File: config.mk
export PLATFORM = sky130hd
export DESIGN_NAME = qbus_reg_seq_flat
export DESIGN_NICKNAME = d
export VERILOG_FILES = /design/src/rtl/qbus_if.sv /design/src/rtl/qbus_reg_seq.sv /design/src/flat_wrapper.sv
export SDC_FILE = /design/constraint.sdc
export NUM_CORES = 1
export LEC_CHECK = 0
export ABC_CLOCK_PERIOD_IN_PS = 2100
export CORE_MARGIN = 4
export CORE_UTILIZATION = 43
export CTS_CLUSTER_DIAMETER = 50
export DETAILED_ROUTE_END_ITERATION = 10
export GPL_TIMING_DRIVEN = 0
export PLACE_DENSITY = 0.8
export SKIP_CTS_REPAIR_TIMING = 1
export SYNTH_ARGS = -nofsm -noshare
export SYNTH_HDL_FRONTEND = slang
export SYNTH_SLANG_ARGS = --single-unit
File: constraint.sdc
create_clock -name clk -period 2.1 [get_ports clk]
set_input_delay 0.63 -clock clk [delete_from_list [all_inputs] [get_ports clk]]
set_output_delay 0.63 -clock clk [all_outputs]
set_load 0.02 [all_outputs]
File: src/rtl/qbus_if.sv
// QBUS slave-side signal bundle between the synchronized bus interface and
// the register sequencer.
interface qbus_if;
    // SYNC frames one bus cycle and carries a valid address. DIN/DOUT request
    // a data transfer and RPLY acknowledges it. The master holds DIN/DOUT
    // until it sees RPLY, and the slave holds RPLY until DIN/DOUT drop.
    logic        bus_sync;
    logic        bus_bs7;
    logic [12:0] bus_addr;
    logic        bus_din;
    logic        bus_dout;
    logic        bus_wtbt;
    logic [15:0] bus_wdata;
    logic        bus_rply;
    logic [15:0] bus_rdata;
    logic        bus_rdata_oe;

    modport master (
        output bus_sync, bus_bs7, bus_addr, bus_din, bus_dout, bus_wtbt, bus_wdata,
        input  bus_rply, bus_rdata, bus_rdata_oe
    );

    modport slave (
        input  bus_sync, bus_bs7, bus_addr, bus_din, bus_dout, bus_wtbt, bus_wdata,
        output bus_rply, bus_rdata, bus_rdata_oe
    );
endinterface

File: src/rtl/qbus_reg_seq.sv
// Slave-cycle sequencer for the I/O register mux: latches the I/O-page
// address, qualifies the mux match, and issues single-cycle register strobes.
module qbus_reg_seq #(
    parameter int unsigned MATCH_DLY  = 1,
    parameter int unsigned DATA_SETUP = 2
) (
    input  logic        clk,
    input  logic        reset_n,
    qbus_if.slave       bus,
    output logic [12:0] reg_addr,
    input  logic        reg_addr_match,
    input  logic [15:0] reg_rdata,
    output logic        reg_read,
    output logic        reg_write,
    output logic [15:0] reg_wdata,
    output logic [1:0]  reg_byte_en,
    output logic [3:0]  dbg_state
);

    typedef enum logic [3:0] {
        S_IDLE       = 4'd0,
        S_DECODE     = 4'd1,
        S_SELECTED   = 4'd2,
        S_READ       = 4'd3,
        S_READ_RPLY  = 4'd4,
        S_WSETUP     = 4'd5,
        S_WRITE      = 4'd6,
        S_WRITE_RPLY = 4'd7,
        S_WAIT_SYNC  = 4'd8
    } state_e;

    localparam logic [3:0] MATCH_CNT = 4'(MATCH_DLY);
    localparam logic [3:0] SETUP_CNT = 4'(DATA_SETUP);

    state_e      state_q, state_d;
    logic [3:0]  cnt_q, cnt_d;
    logic [12:0] addr_q, addr_d;
    logic [15:0] rdata_q, rdata_d;
    logic [15:0] wdata_q, wdata_d;
    logic [1:0]  be_q, be_d;
    logic        rply_q, rply_d;
    logic        oe_q, oe_d;
    logic        read_q, read_d;
    logic        write_q, write_d;
    logic [1:0]  be_calc;

    // Byte writes pick the lane from the latched address LSB.
    assign be_calc = !bus.bus_wtbt ? 2'b11 : (addr_q[0] ? 2'b10 : 2'b01);

    always_comb begin
        state_d = state_q;
        cnt_d   = cnt_q;
        addr_d  = addr_q;
        rdata_d = rdata_q;
        wdata_d = wdata_q;
        be_d    = be_q;
        rply_d  = rply_q;
        oe_d    = oe_q;
        read_d  = 1'b0;
        write_d = 1'b0;

        case (state_q)
            S_IDLE: begin
                if (bus.bus_sync) begin
                    if (bus.bus_bs7) begin
                        addr_d  = bus.bus_addr;
                        cnt_d   = MATCH_CNT;
                        state_d = S_DECODE;
                    end else begin
                        state_d = S_WAIT_SYNC;
                    end
                end
            end
            S_DECODE: begin
                if (cnt_q <= 4'd1) begin
                    state_d = reg_addr_match ? S_SELECTED : S_WAIT_SYNC;
                end else begin
                    cnt_d = cnt_q - 4'd1;
                end
            end
            S_SELECTED: begin
                if (bus.bus_din) begin
                    read_d  = 1'b1;
                    state_d = S_READ;
                end else if (bus.bus_dout) begin
                    if (DATA_SETUP == 0) begin
                        write_d = 1'b1;
                        wdata_d = bus.bus_wdata;
                        be_d    = be_calc;
                        state_d = S_WRITE;
                    end else begin
                        cnt_d   = SETUP_CNT;
                        state_d = S_WSETUP;
                    end
                end
            end
            S_READ: begin
                rdata_d = reg_rdata;
                rply_d  = 1'b1;
                oe_d    = 1'b1;
                state_d = S_READ_RPLY;
            end
            S_READ_RPLY: begin
                if (!bus.bus_din) begin
                    rply_d  = 1'b0;
                    oe_d    = 1'b0;
                    state_d = S_SELECTED;
                end
            end
            S_WSETUP: begin
                if (cnt_q <= 4'd1) begin
                    write_d = 1'b1;
                    wdata_d = bus.bus_wdata;
                    be_d    = be_calc;
                    state_d = S_WRITE;
                end else begin
                    cnt_d = cnt_q - 4'd1;
                end
            end
            S_WRITE: begin
                rply_d  = 1'b1;
                state_d = S_WRITE_RPLY;
            end
            S_WRITE_RPLY: begin
                if (!bus.bus_dout) begin
                    rply_d  = 1'b0;
                    state_d = S_SELECTED;
                end
            end
            S_WAIT_SYNC: begin
                state_d = S_WAIT_SYNC;
            end
            default: begin
                state_d = S_IDLE;
            end
        endcase

        // Losing SYNC ends the bus cycle from any state; no new strobe starts.
        if (state_q != S_IDLE && !bus.bus_sync) begin
            state_d = S_IDLE;
            rply_d  = 1'b0;
            oe_d    = 1'b0;
            read_d  = 1'b0;
            write_d = 1'b0;
        end
    end

    always_ff @(posedge clk or negedge reset_n) begin
        if (!reset_n) begin
            state_q <= S_IDLE;
            cnt_q   <= 4'd0;
            addr_q  <= 13'd0;
            rdata_q <= 16'd0;
            wdata_q <= 16'd0;
            be_q    <= 2'b00;
            rply_q  <= 1'b0;
            oe_q    <= 1'b0;
            read_q  <= 1'b0;
            write_q <= 1'b0;
        end else begin
            state_q <= state_d;
            cnt_q   <= cnt_d;
            addr_q  <= addr_d;
            rdata_q <= rdata_d;
            wdata_q <= wdata_d;
            be_q    <= be_d;
            rply_q  <= rply_d;
            oe_q    <= oe_d;
            read_q  <= read_d;
            write_q <= write_d;
        end
    end

    assign bus.bus_rply     = rply_q;
    assign bus.bus_rdata    = rdata_q;
    assign bus.bus_rdata_oe = oe_q;
    assign reg_addr         = addr_q;
    assign reg_read         = read_q;
    assign reg_write        = write_q;
    assign reg_wdata        = wdata_q;
    assign reg_byte_en      = be_q;
    assign dbg_state        = state_q;

endmodule

File: src/flat_wrapper.sv
// flat-port wrapper written by rule: the top's interface ports become plain ports
module qbus_reg_seq_flat 
#(
    parameter int unsigned MATCH_DLY  = 1,
    parameter int unsigned DATA_SETUP = 2
)
  (clk, reset_n, reg_addr, reg_addr_match, reg_rdata, reg_read, reg_write, reg_wdata, reg_byte_en, dbg_state, bus_bus_sync, bus_bus_bs7, bus_bus_addr, bus_bus_din, bus_bus_dout, bus_bus_wtbt, bus_bus_wdata, bus_bus_rply, bus_bus_rdata, bus_bus_rdata_oe);
  qbus_if bus_i ();
  input  logic clk;
  input  logic reset_n;
  output logic [12:0] reg_addr;
  input  logic reg_addr_match;
  input  logic [15:0] reg_rdata;
  output logic reg_read;
  output logic reg_write;
  output logic [15:0] reg_wdata;
  output logic [1:0] reg_byte_en;
  output logic [3:0] dbg_state;
  input wire logic [$bits(bus_i.bus_sync)-1:0] bus_bus_sync;
  input wire logic [$bits(bus_i.bus_bs7)-1:0] bus_bus_bs7;
  input wire logic [$bits(bus_i.bus_addr)-1:0] bus_bus_addr;
  input wire logic [$bits(bus_i.bus_din)-1:0] bus_bus_din;
  input wire logic [$bits(bus_i.bus_dout)-1:0] bus_bus_dout;
  input wire logic [$bits(bus_i.bus_wtbt)-1:0] bus_bus_wtbt;
  input wire logic [$bits(bus_i.bus_wdata)-1:0] bus_bus_wdata;
  output wire logic [$bits(bus_i.bus_rply)-1:0] bus_bus_rply;
  output wire logic [$bits(bus_i.bus_rdata)-1:0] bus_bus_rdata;
  output wire logic [$bits(bus_i.bus_rdata_oe)-1:0] bus_bus_rdata_oe;
  assign bus_i.bus_sync = bus_bus_sync;
  assign bus_i.bus_bs7 = bus_bus_bs7;
  assign bus_i.bus_addr = bus_bus_addr;
  assign bus_i.bus_din = bus_bus_din;
  assign bus_i.bus_dout = bus_bus_dout;
  assign bus_i.bus_wtbt = bus_bus_wtbt;
  assign bus_i.bus_wdata = bus_bus_wdata;
  assign bus_bus_rply = bus_i.bus_rply;
  assign bus_bus_rdata = bus_i.bus_rdata;
  assign bus_bus_rdata_oe = bus_i.bus_rdata_oe;
  qbus_reg_seq #(.MATCH_DLY(MATCH_DLY), .DATA_SETUP(DATA_SETUP)) u_core (.clk(clk), .reset_n(reset_n), .bus(bus_i), .reg_addr(reg_addr), .reg_addr_match(reg_addr_match), .reg_rdata(reg_rdata), .reg_read(reg_read), .reg_write(reg_write), .reg_wdata(reg_wdata), .reg_byte_en(reg_byte_en), .dbg_state(dbg_state));
endmodule
After elaboration in Yosys (flattened, before gate mapping)
Cells that the tools add are included.
- register bits after elaboration: 59
- output and inout bits: 55
- add/sub/neg operators: 1
- magnitude comparators: 1
- equality and inequality tests: 19
- muxes and demuxes: 31
- reductions and logical operators: 15
- operators with widths (operator ; number):
    $mux 4 ; 15
    $pmux 4 s9 ; 1
    $eq 4x3->1 const B ; 4
    $pmux 4 s3 ; 1
    $reduce_and 6->1 ; 2
    $mux 1 ; 10
    $ne 2x2->1 const B ; 5
    $ne 3x2->1 const B ; 3
    $eq 4x2->1 const B ; 2
    $reduce_bool 4->1 ; 2
    $ne 3x1->1 const B ; 2
    $reduce_and 3->1 ; 2
    $reduce_bool 3->1 ; 2
    $eq 4x1->1 const B ; 1
    $eq 4x4->1 const B ; 1
    $le 4x1->1 const B ; 1
    $logic_not 4->1 ; 1
    $mux 2 ; 2
    $ne 4x3->1 const B ; 1
    $reduce_and 2->1 ; 2
    $reduce_or 2->1 ; 2
    $sub 4x1->4 const B ; 1
    $pmux 1 s3 ; 1
    $pmux 1 s2 ; 1
    2 further kinds ; 2

Logic depth before layout (Yosys ltp)
- depth in word-level cells: 4
- gate-level depth with buffers: 7
- depth with buffers taken out: 6

Least setup slack after synthesis
Ideal clock, no wire load.
- path type: register to register
- from: reg u_core.state_q[1] (netlist: u_core.dbg_state[1])
- to: reg u_core.addr_q[11] (netlist: u_core.reg_addr[11])
- setup time: 125 ps
- data arrival time: 1666 ps
- slack: 309 ps
- stages on the path, launching flop included: 7
- buffers on the path: 3
- period minus slack after synthesis: 1791 ps
- cells stage by stage: dfrtp_1 > buf_6 > nor4_4 > and3_1 > buf_4 > buf_6 > mux2_2
- word-level cells in the longest chain between the ends: 2
- RTL lines (item ; line ; RTL):
    start: declaration ; qbus_reg_seq.sv:35 ; state_e state_q, state_d;
    start signal: assignment ; qbus_reg_seq.sv:161 ; state_q <= state_d;
    $logic_not 4->1 ; qbus_reg_seq.sv:62 ; case (state_q)
    $reduce_and 3->1 (no source line) ; n/a ;
    end signal: assignment ; qbus_reg_seq.sv:163 ; addr_q <= addr_d;
    end: declaration ; qbus_reg_seq.sv:37 ; logic [12:0] addr_q, addr_d;
Every way passes these cells.
A chain may end at the register's enable or synchronous reset.

Worst setup path after layout
- from: in bus_bus_din
- to: reg u_core.cnt_q[1]
- word-level cells in the longest chain between the ends: 2
- RTL lines (item ; line ; RTL):
    start: declaration ; flat_wrapper.sv:22 ; input wire logic [$bits(bus_i.bus_din)-1:0] bus_bus_din;
    $ne 2x2->1 (no source line) ; n/a ;
    $reduce_and 6->1 (no source line) ; n/a ;
    end signal: assignment ; qbus_reg_seq.sv:162 ; cnt_q <= cnt_d;
    end: declaration ; qbus_reg_seq.sv:36 ; logic [3:0] cnt_q, cnt_d;
Every way passes these cells.

==> results by stage <==
Run status:
- The flow ran to the end, and the final reports show no timing, DRC or antenna violations.

Detailed routing:
- After detailed routing, the met3 layer carries 717 µm of wire.
- In the final routing, the length of wire on met1 measures 2.52 mm.
- The detailed router used layers up to and including met4.
- Summing over every cut layer, the via total after detailed routing is 2071.
- After detailed routing, the average wire length per cell comes to 15.6 µm.
- The routed design uses 3.01 mm of met2 wire.
- The first-pass iteration count of the detailed router is 4.
- The residual DRC count is 0.
- Once detail routing completed, the nets flagged for antenna violations numbered 0.
- In this run, the number of DRC markers left after iteration 0 of detailed routing was 133.
- After detailed routing, the total wire length is 6.31 mm.
- In the routed layout, each cell is associated on average with a via count of 5.13.

Power and ir drop:
- The net switching fraction of the power is 35.5%.
- Cell internal power was estimated by the tool at 3.06 mW.
- The largest voltage drop on the vdd net is 0.000699 V.
- Power comes to 4.74 mW.
- The sequential share of power is 36.0%.
- Of the total power, the clock network draws 18.6%.
- Per report_power, the combinational group accounts for 45.4% of the total.
- The power density normalized to cell area is 1170 nW/µm².
- For this design the total switching power over the nets is 1.68 mW.
- For this design the static power due to leakage is 1.74 nW.

Timing:
- Hold is met by 419 ps.
- Setup repair after global routing left no endpoint under its margin.
- Summed over all failing endpoints, the final setup total negative slack is 0 ps.
- The post-layout minimum cycle time is 2050 ps.
- The final setup violation count is 0.
- In this run the tightest slew margin relative to its limit is 41.8%.
- The max-slew violation total from the final report was 0.
- The final hold violation count is 0.
- The transition at the pin with the smallest max-transition slack is 873 ps.
- The post-route fraction of the period consumed by the critical path is 97.7%.
- Static timing analysis puts the maximum clock frequency at 488 MHz.
- The clock tree skew after final layout is 6.33 ps.

Finish:
- The final-layout fill cell count is 480.
- The repair_antennas step left the layout with diodes totalling 0.
- The net total in the final layout is 380.
- Measured on the finished design, the core utilization comes to 67.3%.
- With fillers left out, the area of the finished cells amounts to 4050 µm².
- Of the cells placed in the final design, the portion with a size suffix greater than 1 is 25.5%.
- From synthesis to final layout, the design area changed by 50.0%.
- Leaving out fill and tap cells, the most frequent cell in the layout is sky130_fd_sc_hd__clkdlybuf4s50_1.
- In the layout the commonest cells are 103 x sky130_fd_sc_hd__clkdlybuf4s50_1, 58 x sky130_fd_sc_hd__dfrtp_1, 45 x sky130_fd_sc_hd__mux2_2.

Critical path:
- For this design, the slowest cell found on the critical path is sky130_fd_sc_hd__clkdlybuf4s50_1.
- At the worst endpoint, the required time is 2310 ps.
- The kind of critical path is in2reg.
- The critical path goes through clkdlybuf4s50_1 > and3b_1 > o21ai_0 > a21oi_1 > mux2_2.
- For the worst setup path, the data arrival time is 2260 ps.
- The kind of capture point of the worst setup path is a flip-flop.
- The launching element type of the critical path is an input pin.
- The family with the most delay on the worst path is buffers and inverters.
- The register-to-register setup slack is 230 ps.
- The buffers plus inverters on the worst setup path is 1.
- The critical-path maximum fanout is 7.
- The largest stage delay on the critical path is 530 ps.

Global routing:
- Across every metal layer, demand over resource in global routing totals 17.5%.
- The total overflow reported by the global router is 0.
- The initial antenna violation count is 0.
- The first-pass GRT wire length is 10.3 mm.
- Entering global routing, the biggest net connects 38 pins.
- The via count of the first global-routing pass is 2133.

Floorplanning:
- The total die area is 7620 µm².
- In this run the vertical extent of the chip is 87.3 µm.
- The starting utilization of the core area is 44.9%.
- The floorplan step defined a core boundary enclosing 6030 µm².
- The number of cell rows is 28.
- The x dimension of the die is 87.3 µm.
- Pin placement for this block handled 108 I/O pins.

Clock tree:
- Clock tree synthesis selected as its root buffer the cell sky130_fd_sc_hd__clkbuf_8.
- The total CTS buffers is 9.
- The tree built by TritonCTS fans out to 59 sinks.
- Counting along the longest clock path gives a buffer depth of 2.
- After clock tree synthesis, the clock-pin slew on the worst setup and hold paths is 70 ps.
- The clock insertion delay at the later pin of the skew report is 330 ps.
- The TritonCTS clock tree is built.
- The number of levels the H-tree was split into is 3.

Logic synthesis:
- Summing the areas of all and, or, nand and nor instances in the mapped netlist gives 10.7% of the synthesized area.
- For this run, the number of Yosys warnings is 0.
- The most used flip-flop cell after synthesis is sky130_fd_sc_hd__dfrtp_1.
- In this run, synthesis produced a sequential element count of 59.
- Summing the areas of all compound-gate instances in the mapped netlist gives 9.07% of the synthesized area.
- The synthesized instance count is 207.
- The area share of the leading cell type in the synthesized netlist is 54.6%.
- Synthesis instantiated 46 different standard cells from the library.
- Multiplexer cells account for 19.5% of the synthesized area.
- The async set or reset register ratio after synthesis is 100%.
- The fraction of the yosys area taken by sequential cells is 54.6%.
- After synthesis the cells add up to 2700 µm².
- The number of enable-type register cells in the synthesized netlist is 0.
- The average instance in the mapped netlist occupies 13.1 µm².
- Of the total synthesized cell area, the portion taken by XOR and XNOR cells is 0.324%.
- By area the synthesized netlist is led by sky130_fd_sc_hd__dfrtp_1 55%, sky130_fd_sc_hd__mux2_2 19%, sky130_fd_sc_hd__buf_6 2.5%, sky130_fd_sc_hd__a21oi_1 1.5%, sky130_fd_sc_hd__nand2_1 1.4%.
- The largest family of logic cells by synthesized area is multiplexers.
- The synthesized-area fraction occupied by adder cells is 0.926%.
- The post-synthesis cell type with the largest combined area is sky130_fd_sc_hd__dfrtp_1.
- Counting every net in the synthesized netlist gives 262.

Place:
- The number of buffers added on ports is 106.
- Summing all placed instances gives a cell area of 3880 µm².
- Summed over all nets, the half-perimeter wirelength after detailed placement is 4.78 mm.
- The final weighted congestion in routability-driven placement is 0.850.

Hold path:
- The worst hold path belongs to the class in2async.

Job:
- The number of max-cap violations is 0.
-- through the flow --
step                worst slack, ps  cells
global placement              -1510    388
global route                  0.952    404
detailed placement             -263    389
finish                         49.1    404
CTS                            -115    404
floorplan                       309    207
-- cell type report --
cell class | count | area [µm²] | share of cell area, %
buffer | 12 | 103 | 2.53
clock buffer | 10 | 138 | 3.40
clock inverter | 5 | 30.0 | 0.741
inverter | 7 | 26.3 | 0.648
multi-input combinational | 129 | 1100 | 27.1
sequential | 59 | 1480 | 36.5
tap | 75 | 93.8 | 2.31
timing repair buffer | 107 | 1090 | 26.9
-- power by group through the flow --
stage          Sequential [mW]  Clock (mW)  Combinational, mW
5_1_grt                   1.76       0.979               2.31
2_1_floorplan             2.11           0              0.821
6_report                  1.70       0.884               2.15
3_5_place_dp              1.73           0               2.17
4_1_cts                   1.70       0.917               2.18
3_3_place_gp              1.71           0               2.12
-- kinds of logic after synthesis --
logic type / after synthesis
mux: 47
fa+ha+maj: 2
compound gates: 35
buf+inv: 19
simple gates: 44
flops: 59
xor+xnor: 1
-- cell usage after synthesis, types with 2 or more instances --
cell type                   n
sky130_fd_sc_hd__and3_1     2
sky130_fd_sc_hd__nand3_1    3
sky130_fd_sc_hd__nor2b_1    2
sky130_fd_sc_hd__a21o_1     2
sky130_fd_sc_hd__o21a_1     2
sky130_fd_sc_hd__o31ai_1    2
sky130_fd_sc_hd__o311ai_0   2
sky130_fd_sc_hd__o21ai_0    7
sky130_fd_sc_hd__a21oi_1    8
sky130_fd_sc_hd__buf_6      6
sky130_fd_sc_hd__mux2_2    45
sky130_fd_sc_hd__o22ai_1    2
sky130_fd_sc_hd__nand2_1   10
sky130_fd_sc_hd__dfrtp_1   59
sky130_fd_sc_hd__inv_1      7
sky130_fd_sc_hd__ha_1       2
sky130_fd_sc_hd__buf_4      2
sky130_fd_sc_hd__and3b_1    2
sky130_fd_sc_hd__nor2_1     9
sky130_fd_sc_hd__buf_2      4
sky130_fd_sc_hd__nor3_1     4
-- sequential cells by signal (all words and copies together), names as in the netlist --
register,flops
u_core.reg_wdata,16
u_core.reg_byte_en,2
u_core.dbg_state,4
u_core.reg_read,1
u_core.bus.bus_rdata,16
u_core.bus.bus_rply,1
u_core.cnt_q,4
u_core.reg_addr,13
u_core.reg_write,1
u_core.bus.bus_rdata_oe,1
-- layer usage --
metal	track usage, %	vias up
met4	5.44	0
met5	0	-
met2	28.1	101
li1	-	982
met3	6.43	7
met1	22.1	981
-- final timing paths --
check                                 startpoint                 endpoint  depth (start not counted)
min in group clk           u_core.reg_byte_en[0]    u_core.reg_byte_en[0]                          1
max                                  bus_bus_din          u_core.cnt_q[1]                          5
min reg2reg                u_core.reg_byte_en[0]    u_core.reg_byte_en[0]                          1
max reg2reg                      u_core.cnt_q[0]          u_core.cnt_q[1]                          6
min                                      reset_n  u_core.bus.bus_rdata[3]                          1
max in group asynchronous                reset_n      u_core.dbg_state[3]                          2
(Power assumes the default switching activity.)
